### config.mk
export PLATFORM = sky130hd
export DESIGN_NAME = floor_request_panel
export DESIGN_NICKNAME = d
export VERILOG_FILES = /design/src/rtl/floor_request_panel.sv
export SDC_FILE = /design/constraint.sdc
export NUM_CORES = 1
export LEC_CHECK = 0
export CORE_ASPECT_RATIO = 0.9
export CORE_UTILIZATION = 54
export DETAILED_ROUTE_END_ITERATION = 7
export PLACE_DENSITY_LB_ADDON = 0.12
export SYNTH_ARGS = -nofsm -noshare
export SYNTH_HDL_FRONTEND = slang
export SYNTH_SLANG_ARGS = --single-unit
### constraint.sdc
create_clock -name CLOCK_50 -period 9.03 [get_ports CLOCK_50]
set_clock_uncertainty 0.15 [all_clocks]
set_input_delay 1.806 -clock CLOCK_50 [delete_from_list [all_inputs] [get_ports CLOCK_50]]
set_output_delay 1.806 -clock CLOCK_50 [all_outputs]
set_load 0.01 [all_outputs]
### src/rtl/floor_request_panel.sv
// -----------------------------------------------------------------------------
// floor_request_panel
//
// Turns a raw, bouncy, active-low request pushbutton plus a binary floor code
// into a clean pending-request bitmap for the elevator state controller. The
// controller clears floors with one-hot "served" masks. Dispatch helpers
// (pending count, lowest/highest pending floor) are derived combinationally
// from the bitmap.
//
// Ports:
//   CLOCK_50         in   system clock
//   rst              in   asynchronous active-high reset
//   key_n            in   raw active-low pushbutton, asynchronous to CLOCK_50
//   floor_code       in   requested floor, binary, 1-based
//   serve_valid      in   one-cycle strobe qualifying serve_floor
//   serve_floor      in   mask of served floors (bit i = floor i+1)
//   floor_reg        out  pending request bitmap (bit i = floor i+1)
//   req_pulse        out  one-cycle pulse, a new floor bit was set
//   reject_pulse     out  one-cycle pulse, accepted press had an illegal code
//   pending_count    out  population count of floor_reg (combinational)
//   lowest_pending   out  one-hot lowest set bit of floor_reg (combinational)
//   highest_pending  out  one-hot highest set bit of floor_reg (combinational)
// -----------------------------------------------------------------------------
module floor_request_panel #(
    parameter int unsigned NUM_FLOORS      = 10,
    parameter int unsigned CODE_W          = 4,
    parameter int unsigned DEBOUNCE_CYCLES = 500000,
    parameter int unsigned CNT_W           = 20
) (
    input  logic                  CLOCK_50,
    input  logic                  rst,
    input  logic                  key_n,
    input  logic [CODE_W-1:0]     floor_code,
    input  logic                  serve_valid,
    input  logic [NUM_FLOORS-1:0] serve_floor,
    output logic [NUM_FLOORS-1:0] floor_reg,
    output logic                  req_pulse,
    output logic                  reject_pulse,
    output logic [3:0]            pending_count,
    output logic [NUM_FLOORS-1:0] lowest_pending,
    output logic [NUM_FLOORS-1:0] highest_pending
);

    localparam int unsigned PCNT_W = 4;
    localparam logic [CNT_W-1:0] CNT_ZERO = CNT_W'(0);
    localparam logic [CNT_W-1:0] CNT_ONE  = CNT_W'(1);
    localparam logic [CNT_W-1:0] CNT_LAST = CNT_W'(DEBOUNCE_CYCLES - 1);

    typedef enum logic [1:0] {
        S_RELEASED     = 2'd0,
        S_PRESS_WAIT   = 2'd1,
        S_PRESSED      = 2'd2,
        S_RELEASE_WAIT = 2'd3
    } state_t;

    // -------------------------------------------------------------------------
    // Two-flop synchronizer; resets to the released (high) level
    // -------------------------------------------------------------------------
    logic r_sync1;
    logic r_sync2;
    logic w_key_s;

    always_ff @(posedge CLOCK_50 or posedge rst) begin
        if (rst) begin
            r_sync1 <= 1'b1;
            r_sync2 <= 1'b1;
        end else begin
            r_sync1 <= key_n;
            r_sync2 <= r_sync1;
        end
    end

    assign w_key_s = r_sync2;

    // -------------------------------------------------------------------------
    // Debounce FSM: state/counter registers
    // -------------------------------------------------------------------------
    state_t           r_state;
    state_t           w_next_state;
    logic [CNT_W-1:0] r_cnt;
    logic [CNT_W-1:0] w_next_cnt;
    logic             w_accept;
    logic             r_accept;

    always_ff @(posedge CLOCK_50 or posedge rst) begin
        if (rst) begin
            r_state  <= S_RELEASED;
            r_cnt    <= CNT_ZERO;
            r_accept <= 1'b0;
        end else begin
            r_state  <= w_next_state;
            r_cnt    <= w_next_cnt;
            r_accept <= w_accept;
        end
    end

    // Debounce FSM: next state, counter and one-shot accept on debounced press
    always_comb begin
        w_next_state = r_state;
        w_next_cnt   = r_cnt;
        w_accept     = 1'b0;
        unique case (r_state)
            S_RELEASED: begin
                if (!w_key_s) begin
                    w_next_state = S_PRESS_WAIT;
                    w_next_cnt   = CNT_ONE;
                end
            end
            S_PRESS_WAIT: begin
                if (w_key_s) begin
                    w_next_state = S_RELEASED;
                    w_next_cnt   = CNT_ZERO;
                end else if (r_cnt == CNT_LAST) begin
                    w_next_state = S_PRESSED;
                    w_next_cnt   = CNT_ZERO;
                    w_accept     = 1'b1;
                end else begin
                    w_next_cnt = r_cnt + CNT_ONE;
                end
            end
            S_PRESSED: begin
                if (w_key_s) begin
                    w_next_state = S_RELEASE_WAIT;
                    w_next_cnt   = CNT_ONE;
                end
            end
            S_RELEASE_WAIT: begin
                if (!w_key_s) begin
                    w_next_state = S_PRESSED;
                    w_next_cnt   = CNT_ZERO;
                end else if (r_cnt == CNT_LAST) begin
                    w_next_state = S_RELEASED;
                    w_next_cnt   = CNT_ZERO;
                end else begin
                    w_next_cnt = r_cnt + CNT_ONE;
                end
            end
            default: begin
                w_next_state = S_RELEASED;
                w_next_cnt   = CNT_ZERO;
            end
        endcase
    end

    // -------------------------------------------------------------------------
    // Request bitmap update: serve clear is applied before the accept set, so
    // a floor served and re-requested in the same cycle ends up pending again
    // and is reported as a fresh request.
    // -------------------------------------------------------------------------
    logic [NUM_FLOORS-1:0] r_floor_reg;
    logic                  r_req_pulse;
    logic                  r_reject_pulse;
    logic [NUM_FLOORS-1:0] w_set_mask;
    logic [NUM_FLOORS-1:0] w_cleared;
    logic [NUM_FLOORS-1:0] w_next_floor;
    logic                  w_legal;
    logic                  w_req;
    logic                  w_reject;

    // Decode floor code to one-hot; illegal codes (0, >NUM_FLOORS) decode to 0
    always_comb begin
        w_set_mask = '0;
        for (int unsigned i = 0; i < NUM_FLOORS; i++) begin
            w_set_mask[i] = (floor_code == CODE_W'(i + 1));
        end
    end

    assign w_legal   = |w_set_mask;
    assign w_cleared = serve_valid ? (r_floor_reg & ~serve_floor) : r_floor_reg;

    always_comb begin
        w_next_floor = w_cleared;
        w_req        = 1'b0;
        w_reject     = 1'b0;
        if (r_accept) begin
            if (w_legal) begin
                w_next_floor = w_cleared | w_set_mask;
                w_req        = ((w_cleared & w_set_mask) == '0);
            end else begin
                w_reject = 1'b1;
            end
        end
    end

    always_ff @(posedge CLOCK_50 or posedge rst) begin
        if (rst) begin
            r_floor_reg    <= '0;
            r_req_pulse    <= 1'b0;
            r_reject_pulse <= 1'b0;
        end else begin
            r_floor_reg    <= w_next_floor;
            r_req_pulse    <= w_req;
            r_reject_pulse <= w_reject;
        end
    end

    assign floor_reg    = r_floor_reg;
    assign req_pulse    = r_req_pulse;
    assign reject_pulse = r_reject_pulse;

    // -------------------------------------------------------------------------
    // Dispatch helpers, zero latency from floor_reg
    // -------------------------------------------------------------------------
    logic [PCNT_W-1:0]     w_count;
    logic [NUM_FLOORS-1:0] w_lowest;
    logic [NUM_FLOORS-1:0] w_highest;
    logic                  w_lo_found;
    logic                  w_hi_found;

    always_comb begin
        w_count = '0;
        for (int unsigned i = 0; i < NUM_FLOORS; i++) begin
            w_count = w_count + PCNT_W'(r_floor_reg[i]);
        end
    end

    // Scan up for the first set bit and down for the last set bit
    always_comb begin
        w_lowest   = '0;
        w_highest  = '0;
        w_lo_found = 1'b0;
        w_hi_found = 1'b0;
        for (int unsigned i = 0; i < NUM_FLOORS; i++) begin
            if (r_floor_reg[i] && !w_lo_found) begin
                w_lowest[i] = 1'b1;
                w_lo_found  = 1'b1;
            end
            if (r_floor_reg[NUM_FLOORS-1-i] && !w_hi_found) begin
                w_highest[NUM_FLOORS-1-i] = 1'b1;
                w_hi_found                = 1'b1;
            end
        end
    end

    assign pending_count   = w_count;
    assign lowest_pending  = w_lowest;
    assign highest_pending = w_highest;

endmodule

==> out/summary.txt <==
placed cell count - 372
drt total wl - 5.48 mm
actual slew at the worst max-slew pin - 0.847 ns
most numerous cell in the Yosys netlist - nand2_1
internal power - 0.274 mW
ratio of cells with drive above 1 in the final layout - 0.0656
hold depth - 0
DR top layer - met4
Final ANT Viol Nets - 0
core area - 4160 um^2
vias post-DR - 2179
Ant. Diodes - 0
die width - 72.1 um
Pwr Density - 141 nW/um^2
largest area contributor in the netlist - dfrtp_1
clk sink count - 37
post_cts resized - 0
Nets - 348
GPL Wtd Cong - 0.902
Synth top area share - 0.366
wire per inst - 14.4 um
final slew viol count - 0
WL met3 - 317 um
number of synthesized flops with an enable pin - 0
fin cells - 380
setup TNS - 0 ns
CTS tree - yes
Logic pwr share - 0.276
fin crit share - 0.632
CP max FO - 5
Initial Util - 0.575
largest net degree at the start of global routing - 38
nature of the critical path endpoint - output pin
commonest cells in the netlist - nand2_1, dfrtp_1, inv_1
Avg Inst Size Synth - 8.86 um^2
vias in the first global route - 2003
CTS max path bufs - 2
die height - 65.1 um
clock share of power - 0.274
fmax - 0.175 GHz
area added between synthesis and finish - 26.0%
CP Launch Type - register
Mapped Area - 2390 um^2
Port-buffer cells - 53
TritonCTS buffer count - 5
register clock-pin slew on the reported worst setup and hold paths - 0.08 ns
syn_nets - 299
register area share after synthesis - 0.388
top cells by area, synth - dfrtp_1, nand2_1, fa_1
first-pass GRT wire length - 9.10 mm
WHS - 0.210 ns
Slew Limit Headroom - 0.427
Seq pwr share - 0.450
Setup violations, final - 0
post-DP HPWL - 4.17 mm
Post-CTS Setup Inserts - 0
Final Hold Vio Count - 0
WP data arrival - 3.75 ns
RSZ-0062 raised after global routing - no
run status - finished clean
row cnt - 22
# hold bufs at CTS - 0
Worst Hold Class - reg -> reg
LEAKAGE - 1.23 nW
Residual DRC - 0
Max IR drop VDD - 0.000157 V
initial DRC count - 149
Synth cell types - 51
grt total ovfl - 0
Clock Root Buffer - clkbuf_8
Via density - 5.73
drt first pass iters - 4
H-tree depth - 2
register bit total from synthesis - 37
final period demand of the worst path - 5.70 ns
Psw - 0.152 mW
Synth Instances - 270
max FFs per register - 20
Crit Path Class - reg -> out
later-pin clock latency in the skew report - 0.30 ns
die footprint - 4700 um^2
top_reg_cell synth - dfrtp_1
Yosys Warn Count - 0
number of max-cap violations - 0
Ports - 54
GRT Total Usage - 0.252
worst path required time - 7.07 ns
Switching Share - 0.356
R2R depth - 4
asr flop ratio synth - 1.00
routed length on met1 - 2.64 mm
antenna violations before repair - 0
met2 wire length - 2.47 mm
cell type report:
class	count	area (um^2)
flip-flops and latches	37	928
multi-input cells	199	1300
well taps	60	75.1
fillers	317	1140
repair buffers	54	538
clock buffers	5	68.8
inverters	22	82.6
clock inverters	3	21.3
power groups by stage:
stage	combinational, mW	sequential (mW)	clock, mW
2_1_floorplan	0.106	0.187	0
3_3_place_gp	0.114	0.194	0
3_5_place_dp	0.117	0.194	0
4_1_cts	0.118	0.191	0.120
5_1_grt	0.132	0.194	0.129
6_report	0.117	0.192	0.117
worst max-delay path, cell delays in order, from the launching register on:
cell and delay (ns):
dfrtp_1 0.41, inv_1 0.13, fa_1 0.55, inv_1 0.05, fa_1 0.50, inv_1 0.05
fa_1 0.47, inv_1 0.04, ha_1 0.18, inv_1 0.07, fa_1 0.41, inv_1 0.06
clkdlybuf4s50_1 0.52
worst paths after layout:
path	from	endpoint	slack (ns)
min in group asynchronous	rst	floor_reg[3]$_DFF_PP0_	1.77
worst max-delay path	floor_reg[0]$_DFF_PP0_	pending_count[1]	3.33
worst max register to register	r_cnt[6]$_DFFE_PP0P_	r_cnt[10]$_DFFE_PP0P_	6.62
max in group asynchronous	rst	r_sync1$_DFF_PP1_	6.61
worst min register to register	r_sync1$_DFF_PP1_	r_sync2$_DFF_PP1_	0.21
worst min-delay path	r_sync1$_DFF_PP1_	r_sync2$_DFF_PP1_	0.21
stage by stage:
stage | area, um^2 | total power, mW | util | setup WS, ns
2_1_floorplan | 2390 | 0.293 | - | 4.17
3_3_place_gp | 2920 | 0.307 | 0.703 | 3.71
3_5_place_dp | 2920 | 0.311 | 0.703 | 3.60
4_1_cts | 3010 | 0.429 | 0.725 | 3.29
5_1_grt | 3010 | 0.455 | 0.725 | 3.14
6_report | 3010 | 0.426 | 0.725 | 3.33
per-layer routing:
metal	GRT usage	vias to the layer above
met4	0.0735	0
li1	-	1070
met2	0.383	77
met3	0.0660	9
met5	0	-
met1	0.356	1023
logic make-up after synthesis:
| logic type | after synthesis | synth area share |
|---|---|---|
| simple gates | 120 | 0.266 |
| buf+inv | 34 | 0.0691 |
| xor+xnor | 2 | 0.00733 |
| flops | 37 | 0.388 |
| fa+ha+maj | 11 | 0.0764 |
| mux | 5 | 0.0215 |
| compound gates | 61 | 0.172 |
cell usage in the layout, fill, tap and decap left out, drive strengths merged, types with 6 or more instances in the layout:
cell type / n
dfrtp: 35
nand2: 40
fa: 6
a21oi: 12
a31oi: 12
nand3: 14
clkdlybuf4s50: 53
and3: 7
o21ai: 19
nor2: 15
nor3: 8
inv: 23
Note: power is estimated with default switching activity, not from simulation.
